--- src/rtl/codec_clkgen_if.sv ---
// Codec clock/power-sequencing bundle: restart request in, codec pins and frame timing out.
// Latency: n/a (signal bundle only).
// Backpressure: none; all signals are free-running levels or single-cycle pulses.
// master = clock generator, slave = serializer/deserializer and control logic.
interface codec_clkgen_if #(
    parameter int IDX_W = 7
);
    logic             restart;
    logic             codec_pdn;
    logic             bclk;
    logic             lrck;
    logic             sample_strobe;
    logic [IDX_W-1:0] bit_index;
    logic             ready;

    modport master (
        input  restart,
        output codec_pdn,
        output bclk,
        output lrck,
        output sample_strobe,
        output bit_index,
        output ready
    );

    modport slave (
        output restart,
        input  codec_pdn,
        input  bclk,
        input  lrck,
        input  sample_strobe,
        input  bit_index,
        input  ready
    );
endinterface

--- src/rtl/codec_clkgen.sv ---
// Codec power-up sequencer and TDM bit/frame clock generator.
// Latency: all outputs registered; restart takes effect on the cycle after it is sampled.
// Backpressure: none; free-running clocks, strobe is a one-cycle pulse per frame in RUN.
// Ports: clk_12m (system clock), rst_n (async active-low), bus (master modport:
//   restart in; codec_pdn, bclk, lrck, sample_strobe, bit_index, ready out).
module codec_clkgen #(
    parameter int BCLK_DIV_LOG2   = 1,
    parameter int FS_DIV_LOG2     = 8,
    parameter int PDN_HOLD_CYCLES = 1200,
    parameter int SETTLE_FRAMES   = 16
) (
    input  logic           clk_12m,
    input  logic           rst_n,
    codec_clkgen_if.master bus
);
    localparam int IDX_W  = FS_DIV_LOG2 - BCLK_DIV_LOG2;
    localparam int HOLD_W = $clog2(PDN_HOLD_CYCLES + 1);
    localparam int FRM_W  = $clog2(SETTLE_FRAMES + 1);

    localparam logic [HOLD_W-1:0]      HOLD_LAST = HOLD_W'(PDN_HOLD_CYCLES - 1);
    localparam logic [HOLD_W-1:0]      HOLD_ONE  = HOLD_W'(1);
    localparam logic [FRM_W-1:0]       FRM_LAST  = FRM_W'(SETTLE_FRAMES - 1);
    localparam logic [FRM_W-1:0]       FRM_ONE   = FRM_W'(1);
    localparam logic [FS_DIV_LOG2-1:0] CNT_ONE   = FS_DIV_LOG2'(1);

    typedef enum logic [1:0] {
        S_OFF      = 2'd0,
        S_PDN_HOLD = 2'd1,
        S_SETTLE   = 2'd2,
        S_RUN      = 2'd3
    } state_t;

    state_t                 state;
    logic [FS_DIV_LOG2-1:0] cnt;
    logic [FS_DIV_LOG2-1:0] cnt_n;
    logic [HOLD_W-1:0]      hold_cnt;
    logic [FRM_W-1:0]       frame_cnt;

    logic             pdn_q;
    logic             bclk_q;
    logic             lrck_q;
    logic             strobe_q;
    logic [IDX_W-1:0] bidx_q;
    logic             ready_q;

    // Clock outputs are registered from the next count so they line up with cnt.
    assign cnt_n = cnt + CNT_ONE;

    always_ff @(posedge clk_12m or negedge rst_n) begin
        if (!rst_n) begin
            state     <= S_OFF;
            cnt       <= '0;
            hold_cnt  <= '0;
            frame_cnt <= '0;
            pdn_q     <= 1'b0;
            bclk_q    <= 1'b0;
            lrck_q    <= 1'b0;
            strobe_q  <= 1'b0;
            bidx_q    <= '0;
            ready_q   <= 1'b0;
        end else if (bus.restart && state != S_OFF) begin
            // Abandon whatever is in flight, including a partial frame.
            state     <= S_PDN_HOLD;
            cnt       <= '0;
            hold_cnt  <= '0;
            frame_cnt <= '0;
            pdn_q     <= 1'b0;
            bclk_q    <= 1'b0;
            lrck_q    <= 1'b0;
            strobe_q  <= 1'b0;
            bidx_q    <= '0;
            ready_q   <= 1'b0;
        end else begin
            strobe_q <= 1'b0;
            case (state)
                S_OFF: begin
                    state <= S_PDN_HOLD;
                end
                S_PDN_HOLD: begin
                    if (hold_cnt == HOLD_LAST) begin
                        state    <= S_SETTLE;
                        hold_cnt <= '0;
                        pdn_q    <= 1'b1;
                        // First settle cycle has cnt=0: lrck high, bclk low.
                        cnt      <= '0;
                        bclk_q   <= 1'b0;
                        lrck_q   <= 1'b1;
                        bidx_q   <= '0;
                    end else begin
                        hold_cnt <= hold_cnt + HOLD_ONE;
                    end
                end
                S_SETTLE, S_RUN: begin
                    cnt    <= cnt_n;
                    bclk_q <= cnt_n[BCLK_DIV_LOG2-1];
                    lrck_q <= ~cnt_n[FS_DIV_LOG2-1];
                    bidx_q <= cnt_n[FS_DIV_LOG2-1:BCLK_DIV_LOG2];
                    if (state == S_RUN) begin
                        strobe_q <= (cnt_n == '0);
                    end else if (cnt == '1) begin
                        frame_cnt <= frame_cnt + FRM_ONE;
                        // Last settle frame done: the wrap cycle is the first RUN frame start.
                        if (frame_cnt == FRM_LAST) begin
                            state    <= S_RUN;
                            ready_q  <= 1'b1;
                            strobe_q <= 1'b1;
                        end
                    end
                end
                default: begin
                    state <= S_OFF;
                end
            endcase
        end
    end

    assign bus.codec_pdn     = pdn_q;
    assign bus.bclk          = bclk_q;
    assign bus.lrck          = lrck_q;
    assign bus.sample_strobe = strobe_q;
    assign bus.bit_index     = bidx_q;
    assign bus.ready         = ready_q;
endmodule

--- src/flat_wrapper.sv ---
// flat-port wrapper written by rule: the top's interface ports become plain ports
module codec_clkgen_flat 
#(
    parameter int BCLK_DIV_LOG2   = 1,
    parameter int FS_DIV_LOG2     = 8,
    parameter int PDN_HOLD_CYCLES = 1200,
    parameter int SETTLE_FRAMES   = 16
)
  (clk_12m, rst_n, bus_restart, bus_codec_pdn, bus_bclk, bus_lrck, bus_sample_strobe, bus_bit_index, bus_ready);
  codec_clkgen_if #(.IDX_W(7)) bus_i ();
  input  logic clk_12m;
  input  logic rst_n;
  input wire logic [$bits(bus_i.restart)-1:0] bus_restart;
  output wire logic [$bits(bus_i.codec_pdn)-1:0] bus_codec_pdn;
  output wire logic [$bits(bus_i.bclk)-1:0] bus_bclk;
  output wire logic [$bits(bus_i.lrck)-1:0] bus_lrck;
  output wire logic [$bits(bus_i.sample_strobe)-1:0] bus_sample_strobe;
  output wire logic [$bits(bus_i.bit_index)-1:0] bus_bit_index;
  output wire logic [$bits(bus_i.ready)-1:0] bus_ready;
  assign bus_i.restart = bus_restart;
  assign bus_codec_pdn = bus_i.codec_pdn;
  assign bus_bclk = bus_i.bclk;
  assign bus_lrck = bus_i.lrck;
  assign bus_sample_strobe = bus_i.sample_strobe;
  assign bus_bit_index = bus_i.bit_index;
  assign bus_ready = bus_i.ready;
  codec_clkgen #(.BCLK_DIV_LOG2(BCLK_DIV_LOG2), .FS_DIV_LOG2(FS_DIV_LOG2), .PDN_HOLD_CYCLES(PDN_HOLD_CYCLES), .SETTLE_FRAMES(SETTLE_FRAMES)) u_core (.clk_12m(clk_12m), .rst_n(rst_n), .bus(bus_i));
endmodule
--- config.mk ---
export PLATFORM = sky130hd
export DESIGN_NAME = codec_clkgen_flat
export DESIGN_NICKNAME = d
export VERILOG_FILES = /design/src/rtl/codec_clkgen_if.sv /design/src/rtl/codec_clkgen.sv /design/src/flat_wrapper.sv
export SDC_FILE = /design/constraint.sdc
export NUM_CORES = 1
export LEC_CHECK = 0
export CORE_ASPECT_RATIO = 0.75
export CORE_MARGIN = 2
export CORE_UTILIZATION = 50
export CTS_CLUSTER_DIAMETER = 80
export DETAILED_ROUTE_END_ITERATION = 8
export PLACE_DENSITY = 0.69
export SLEW_MARGIN = 20
export SYNTH_ARGS = -nofsm -noshare
export SYNTH_HDL_FRONTEND = slang
export SYNTH_SLANG_ARGS = --single-unit
--- constraint.sdc ---
create_clock -name clk_12m -period 5.1 [get_ports clk_12m]
set_clock_uncertainty 0.15 [all_clocks]
set_input_delay 0.51 -clock clk_12m [delete_from_list [all_inputs] [get_ports clk_12m]]
set_output_delay 0.51 -clock clk_12m [all_outputs]
set_load 0.02 [all_outputs]
## Yosys cells after proc, flatten, opt, wreduce, memory -nomap -nowiden

Cells that the tools add are included.

- Add/sub/neg operators: 3
- Multipliers: 0
- Divide/modulo/power cells: 0
- Order comparisons: 0
- Equal/unequal tests: 11
- Shift operators: 0
- Muxes and demuxes: 37
- Bitwise operators: 1
- Reduce and logical (&&, ||, !) cells: 16

Operator list:

| kind | number |
|---|---|
| $mux 11 | 3 |
| $mux 5 | 4 |
| $mux 1 | 16 |
| $mux 8 | 2 |
| $pmux 8 s2 | 1 |
| $mux 7 | 2 |
| $pmux 7 s2 | 1 |
| $reduce_bool 2->1 | 6 |
| $add 11x1->11 const B | 1 |
| $eq 11x11->1 const B | 1 |
| $mux 2 | 5 |
| $ne 3x1->1 const B | 3 |
| $add 8x1->8 const B | 1 |
| $eq 8x8->1 const B | 1 |
| $logic_not 8->1 | 1 |
| $reduce_and 4->1 | 2 |
| $pmux 2 s3 | 1 |
| $add 5x1->5 const B | 1 |
| $eq 5x4->1 const B | 1 |
| $eq 2x2->1 const B | 2 |
| $pmux 1 s2 | 2 |
| $reduce_and 2->1 | 2 |
| $ne 3x2->1 const B | 1 |
| $reduce_and 3->1 | 1 |
| other kinds (7) | 7 |

- Bits in registers: 38
- Bits in latches: 0
- Memory bits (writable): 0
- ROM bits: 0
- Bits of input ports: 3
- Output and inout port bits: 12
- Logic and storage cells: 78
- Memories kept: 0

## Longest topological paths before layout

- Depth after elaboration: 6
- Mapped depth: 6
- Depth with buffers taken out: 6

## Least setup slack after synthesis

Ideal clock, no wire load.

- Path kind: register to register
- From: reg u_core.cnt[0]
- To: reg u_core.frame_cnt[3]
- Library setup time: 69 ps
- Data arrival time: 1795 ps
- Data required time: 4881 ps
- Setup slack: 3086 ps
- Cell stages (with the launch flop): 7
- Buffers on the path: 0
- Period minus slack after synthesis: 2014 ps
- Cell sequence: dfrtp_1 -> ha_1 -> nand3_2 -> nor3_4 -> nand2_2 -> or4_1 -> nand3_1

- Longest elaborated chain between the ends: 3

Ends and longest elaborated chain:

| item | line | RTL |
|---|---|---|
| start, declared | codec_clkgen.sv:34 | `logic [FS_DIV_LOG2-1:0] cnt;` |
| start signal, assigned | codec_clkgen.sv:94 | `cnt <= cnt_n;` |
| $eq 8x8->1 | codec_clkgen.sv:100 | `end else if (cnt == '1) begin` |
| $reduce_bool 2->1 (no line) | - |  |
| $reduce_and 3->1 (no line) | - |  |
| end signal, assigned | codec_clkgen.sv:101 | `frame_cnt <= frame_cnt + FRM_ONE;` |
| end, declared | codec_clkgen.sv:37 | `logic [FRM_W-1:0] frame_cnt;` |

Every way passes these cells.
A chain may end at the register's enable or synchronous reset.

## Worst setup path after layout

- From: in bus_restart
- To: reg u_core.frame_cnt[3]

- Longest elaborated chain between the ends: 3
- Elaborated cells between the ends (all ways): 6
- Those cells by class: eq/ne: 1; mux: 1; reduce/logical: 4

Ends and longest elaborated chain:

| item | line | RTL |
|---|---|---|
| start, declared | flat_wrapper.sv:13 | `input wire logic [$bits(bus_i.restart)-1:0] bus_restart;` |
| $logic_and 1x1->1 (*) | codec_clkgen.sv:61 | `end else if (bus.restart && state != S_OFF) begin` |
| $ne 2x1->1 (no line) / $reduce_bool 2->1 (equally long branches) | - |  |
| $reduce_and 3->1 (no line) | - |  |

Mark *: on every way between the ends. The rest lies on a longest branch, timed or not.

==> flow_summary.ini <==
[global_route]
grt_max_degree = 31
grt_pass1_wl_um = 6060
gr-total-overflow = 0
antenna_found_initial = 0
grt_use_total_pct = 21.0
grt_pass1_vias = 1274

[cts]
cts_buffers = 5
post_cts_resized = 0
cts_setup_buffers = 0
clockBufferDepth = 2
cts_sinks = 30
htree_levels = 2
holdBufCountCts = 0
clock_latency_ps = 280
cts.clk_slew.worst_paths_ps = 60
cts_tree = yes
cts_root_buf = clkbuf_8

[route]
vias = 1371
drt_iter0_markers = 77
wl_per_cell_um = 15.0
drc = 0
via_per_inst = 5.74
wl_um = 3590
first_pass_iters = 4
ant_nets = 0

[layout]
final_common_cell = dfrtp_1
final_layout_size_suffix_gt1_share_pct = 7.04
syn_to_final_growth_pct = 14.9
final_area_mm2 = 0.00192
num_antenna_cells = 0
final_util_pct = 59.3
nFillCells = 294
final_cell_mix = dfrtp_1, nor2_1, nand2_1
nNetsFinal = 207

[placement]
place_area_mm2 = 0.00185
gp_congestion = 0.830
dp_hpwl_um = 2550
io_buffers = 14

[timing]
grt_setup_unrepaired = false
finalSetupTns_ps = 0
period_share_pct = 50.4
tightest_slew_ps = 924
setup_viol = 0
final-hold-violation-count = 0
timing.slew.headroom_pct = 38.2
period_needed_ps = 2570
whs_ps = 390
finalMaxSlewViolations = 0
fmax_mhz = 389

[worst_setup_path]
r2r_setup_slack_ps = 2660
end_kind = flop
required_ps = 5160
crit_path_cell_trace = clkdlybuf4s50_1 -> nor2_1 -> nand2_2 -> or4_1 -> nand3_1
path_class = input pin to flop
path_max_fanout = 14
critPathArrivalTime_ps = 2630
slowest_delay_ps = 800
worstSetupStartpointType = input pin
slowest_stage = nor2_1

[floorplan]
ios = 15
die_w_um = 70.8
rows = 18
core_area_mm2 = 0.00324
initial_utilization_pct = 51.6
dieArea_mm2 = 0.00383
fp.dieH_um = 54.1

[yosys]
ys_seq_area_share_pct = 44.8
syn_area_mm2 = 0.00167
synth_nets = 191
synth_edf_count = 0
synth_seq_cells = 30
syn_avg_cell_area_um2 = 9.15
async_flop_share_pct = 100
ys_types = 41
synth_ff_type = dfrtp_1
ys_warn_count = 0
syn_inst = 183

[power]
p_leak_nw = 0.814
comb_power_share_pct = 7.5
ir_drop_v = 0.000236
clockPowerShare_pct = 38.3
intPower_mw = 0.349
p_total_mw = 0.460
power.density_mw_per_mm2 = 239
p_sw_share_pct = 24.1
p_seq_share_pct = 54.2
switchingPower_mw = 0.111

[hold_path]
hold_class = flop to flop

[job]
drv_cap = 0

[status]
status = finished clean
==> metrics by stage <==
step                instances  setup WS [ps]
floorplan                 183           3090
global placement          232           2330
detailed placement        232           2270
CTS                       239           2550
global route              239           2370
finish                    239           2530
==> registers in the layout, summed over array words and instances, names as in the netlist <==
register / flops
u_core.bus.ready: 1
u_core.hold_cnt: 11
u_core.bus.sample_strobe: 1
u_core.cnt: 7
u_core.bus.bit_index: 1
u_core.frame_cnt: 5
u_core.bus.lrck: 1
u_core.state: 2
u_core.bus.codec_pdn: 1
==> worst paths after layout <==
| kind | to | from | cells after the start |
|---|---|---|---|
| max | u_core.frame_cnt[3]$_DFFE_PN0P_ | bus_restart | 5 |
| max in group asynchronous | u_core.hold_cnt[8]$_DFFE_PN0P_ | rst_n | 2 |
| min | u_core.frame_cnt[4]$_DFFE_PN0P_ | u_core.frame_cnt[4]$_DFFE_PN0P_ | 2 |
| max reg2reg | u_core.frame_cnt[3]$_DFFE_PN0P_ | u_core.state[1]$_DFFE_PN0P_ | 5 |
| min reg2reg | u_core.frame_cnt[4]$_DFFE_PN0P_ | u_core.frame_cnt[4]$_DFFE_PN0P_ | 2 |
| min in group asynchronous | u_core.bus.bit_index[6]$_DFFE_PN0P_ | rst_n | 2 |
==> synthesized netlist by cell type (all sizes together) (5+ instances only) <==
library cell | n | area share, %
a21oi | 6 | 1.8
and3 | 5 | 1.9
dfrtp | 30 | 45
ha | 5 | 3.7
inv | 8 | 1.8
nand2 | 19 | 4.4
nand3 | 11 | 3.6
nor2 | 23 | 5.2
o21ai | 13 | 3.9
o22ai | 5 | 1.9
xnor2 | 5 | 2.6
xor2 | 5 | 2.6
==> cells by family (layout without fill, tap and decap cells) <==
kind of cell,count (synthesis),after routing,share of synthesized area [%]
AOI/OAI and AO/OA,42,42,16.5
xor gates and xnor gates,10,10,5.23
adders and majority gates,5,5,3.74
buffers and inverters,14,30,3.29
DFF,30,30,44.8
muxes,3,3,1.79
and+or+nand+nor,79,79,24.6
==> metal layers <==
layer  vias to the layer above  routed length, um  track usage [%]
met4                         0                 57             8.81
li1                        686                  -                -
met2                        42               1520             30.5
met3                         7                159             5.99
met5                         -                  0                0
met1                       636               1860             29.6
==> layout make-up <==
class	count	area [um2]	share of cell area, %
Tap cell	40	50.0	2.60
Inverter	8	30.0	1.56
Sequential cell	30	751	39.0
Clock buffer	7	76.3	3.97
Multi-Input combinational cell	139	868	45.2
Timing Repair Buffer	15	148	7.68
==> critical path, delay by kind of cell <==
family / cells / cell delay (ps)
and+or+nand+nor: 4 / 1500
buffers and inverters: 1 / 620
==> power by group through the flow <==
stage / registers [mW] / clock network (mW) / logic, mW
5_1_grt: 0.250 / 0.192 / 0.0388
6_report: 0.249 / 0.176 / 0.0344
3_3_place_gp: 0.253 / 0 / 0.0336
3_5_place_dp: 0.254 / 0 / 0.0343
2_1_floorplan: 0.254 / 0 / 0.0179
4_1_cts: 0.249 / 0.182 / 0.0346
Note: power is estimated with default switching activity, not from simulation.
==> variant (same flow settings) <==
`SETTLE_FRAMES` is set to 16 in 2 places; all go to 8.
--- a/src/rtl/codec_clkgen.sv
+++ b/src/rtl/codec_clkgen.sv
@@ -7,7 +7,7 @@
     parameter int BCLK_DIV_LOG2   = 1,
     parameter int FS_DIV_LOG2     = 8,
     parameter int PDN_HOLD_CYCLES = 1200,
-    parameter int SETTLE_FRAMES   = 16
+    parameter int SETTLE_FRAMES   = 8
 ) (
     input  logic           clk_12m,
     input  logic           rst_n,
--- a/src/flat_wrapper.sv
+++ b/src/flat_wrapper.sv
@@ -4,7 +4,7 @@
     parameter int BCLK_DIV_LOG2   = 1,
     parameter int FS_DIV_LOG2     = 8,
     parameter int PDN_HOLD_CYCLES = 1200,
-    parameter int SETTLE_FRAMES   = 16
+    parameter int SETTLE_FRAMES   = 8
 )
   (clk_12m, rst_n, bus_restart, bus_codec_pdn, bus_bclk, bus_lrck, bus_sample_strobe, bus_bit_index, bus_ready);
   codec_clkgen_if #(.IDX_W(7)) bus_i ();
Function: no difference found for any inputs over 10 cycles, from zero or initial values and one cycle with rst_n low; that may be too few to reach the edited logic, so the function may still have changed.
==> variant against the original RTL <==
Setup slack improved by 38 ps; critical path type unchanged; routed wire length fell by 5.5%; synthesized area fell by 4.4%; cell count down 5.9%; largest cell class unchanged; design area is 2.9% lower; synthesized cell count decreased by 7.1%; via count fell by 2.6%; critical endpoint is now u_core.hold_cnt[10]; register-to-register slack better by 280 ps; count of clock-buffer cells in the layout unchanged; sequential cell count shrank 1.
Power is not compared: it rests on default switching activity, and its combinational part moved more than twofold at a synthesized area within 25%.
==> variant: results (changes against the original RTL) <==
[synthesis]
syn_area_per_cell_um2 = 9.41  ; was 9.15 um^2
synth-compound-area-share_pct = 16.7  ; was 16.5%
synthXorXnorAreaFrac_pct = 3.83  ; was 5.23%
yosys.area_share.adder_pct = 2.35  ; was 3.74%
async_flop_share_pct = 100  ; unchanged
synthTopCellsByCount = dfrtp_1 (29), nor2_1 (20), o21ai_0 (12), nand2_1 (11), a21oi_1 (9)  ; was dfrtp_1 (30), nor2_1 (23), nand2_1 (18), o21ai_0 (13), nand3_1 (10)
synthMuxAreaShare_pct = 2.19  ; was 1.79%
syn_nets = 176  ; was 191
synthTopCellsByArea = dfrtp_1 (45%), nor2_1 (4.7%), o21ai_0 (3.8%), a21oi_1 (2.8%), nand4_1 (2.7%)  ; was dfrtp_1 (45%), nor2_1 (5.2%), nand2_1 (4.0%), o21ai_0 (3.9%), ha_1 (3.7%)
ys_seq_area_share_pct = 45.3  ; was 44.8%

[cells_and_area]
drive_above_1_share_pct = 6.42  ; was 7.04%
layoutNonFillerInstCount = 225  ; was 239
nets = 192  ; was 207
top_regs = u_core.hold_cnt (11), u_core.cnt (7), u_core.frame_cnt (4)  ; was u_core.hold_cnt (11), u_core.cnt (7), u_core.frame_cnt (5)
fill_cells = 251  ; was 294

[grt]
grt_util_met3_pct = 6.67  ; was 5.99%
grt_util_met2_pct = 29.6  ; was 30.5%
grt_pass1_wl_um = 6000  ; was 6060 um
grt_pass1_vias = 1242  ; was 1274
grt_usage_pct = 21.2  ; was 21.0%
met1_usage_pct = 31.3  ; was 29.6%
grt_max_degree = 30  ; was 31
antenna_found_initial = 0  ; unchanged

[timing]
min_period_ps = 2530  ; was 2570 ps
slew_headroom_pct = 55.1  ; was 38.2%
hold_ws_ps = 370  ; was 390 ps

[drt]
drt_iter0_markers = 206  ; was 77
viasPerCell = 5.94  ; was 5.74
wl_met3_um = 255  ; was 159 um
drt-met1-wl_um = 1740  ; was 1860 um
dr_wl_met2_um = 1370  ; was 1520 um
routedWlPerCell_um = 15.1  ; was 15.0 um

[setup_path]
crit_path_max_fanout = 15  ; was 14
r2r_slack_ps = 2940  ; was 2660 ps

[place]
hpwl_um = 2450  ; was 2550 um
place_area_mm2 = 0.00177  ; was 0.00185 mm^2
place.gp.congestion = 0.892  ; was 0.830
dpl_worst_slack_ps = 2310  ; was 2270 ps
dp.cells = 217  ; was 232

[pwr]
power_uw = 454

[clock_network]
cts_setup_buffers = 0  ; unchanged
insertion_delay_ps = 270
cts_made_buffers = 5  ; unchanged

[status]
run_status = complete, no violations  ; unchanged

[worst_hold_path]
hp-class = reg2reg  ; unchanged

-- variant: cell type report --
class | instances | area [um^2] | share of cell area, %
multi-input combinational | 130 | 827 | 44.3
inverter | 5 | 18.8 | 1.00
timing repair buffer | 15 | 148 | 7.90
sequential | 29 | 726 | 38.8
clock inverter | 1 | 5.00 | 0.268
tap | 38 | 47.5 | 2.55
clock buffer | 7 | 96.3 | 5.16
-- variant: path summary, 6_finish.rpt --
kind	endpoint	from	cells past startpoint
max in group asynchronous	u_core.hold_cnt[8]	rst_n	2
min in group asynchronous	u_core.bus.lrck	rst_n	2
worst min register to register	u_core.bus.codec_pdn	u_core.bus.codec_pdn	2
worst min-delay path	u_core.bus.codec_pdn	u_core.bus.codec_pdn	2
worst max-delay path	u_core.hold_cnt[10]	bus_restart	5
worst max register to register	u_core.hold_cnt[10]	u_core.state[0]	4
-- variant: critical path, stage by stage --
cell	delay (ps)
clkdlybuf4s50_1	750
mux2i_1	300
or3_1	390
or4_1	480
a21oi_1	150
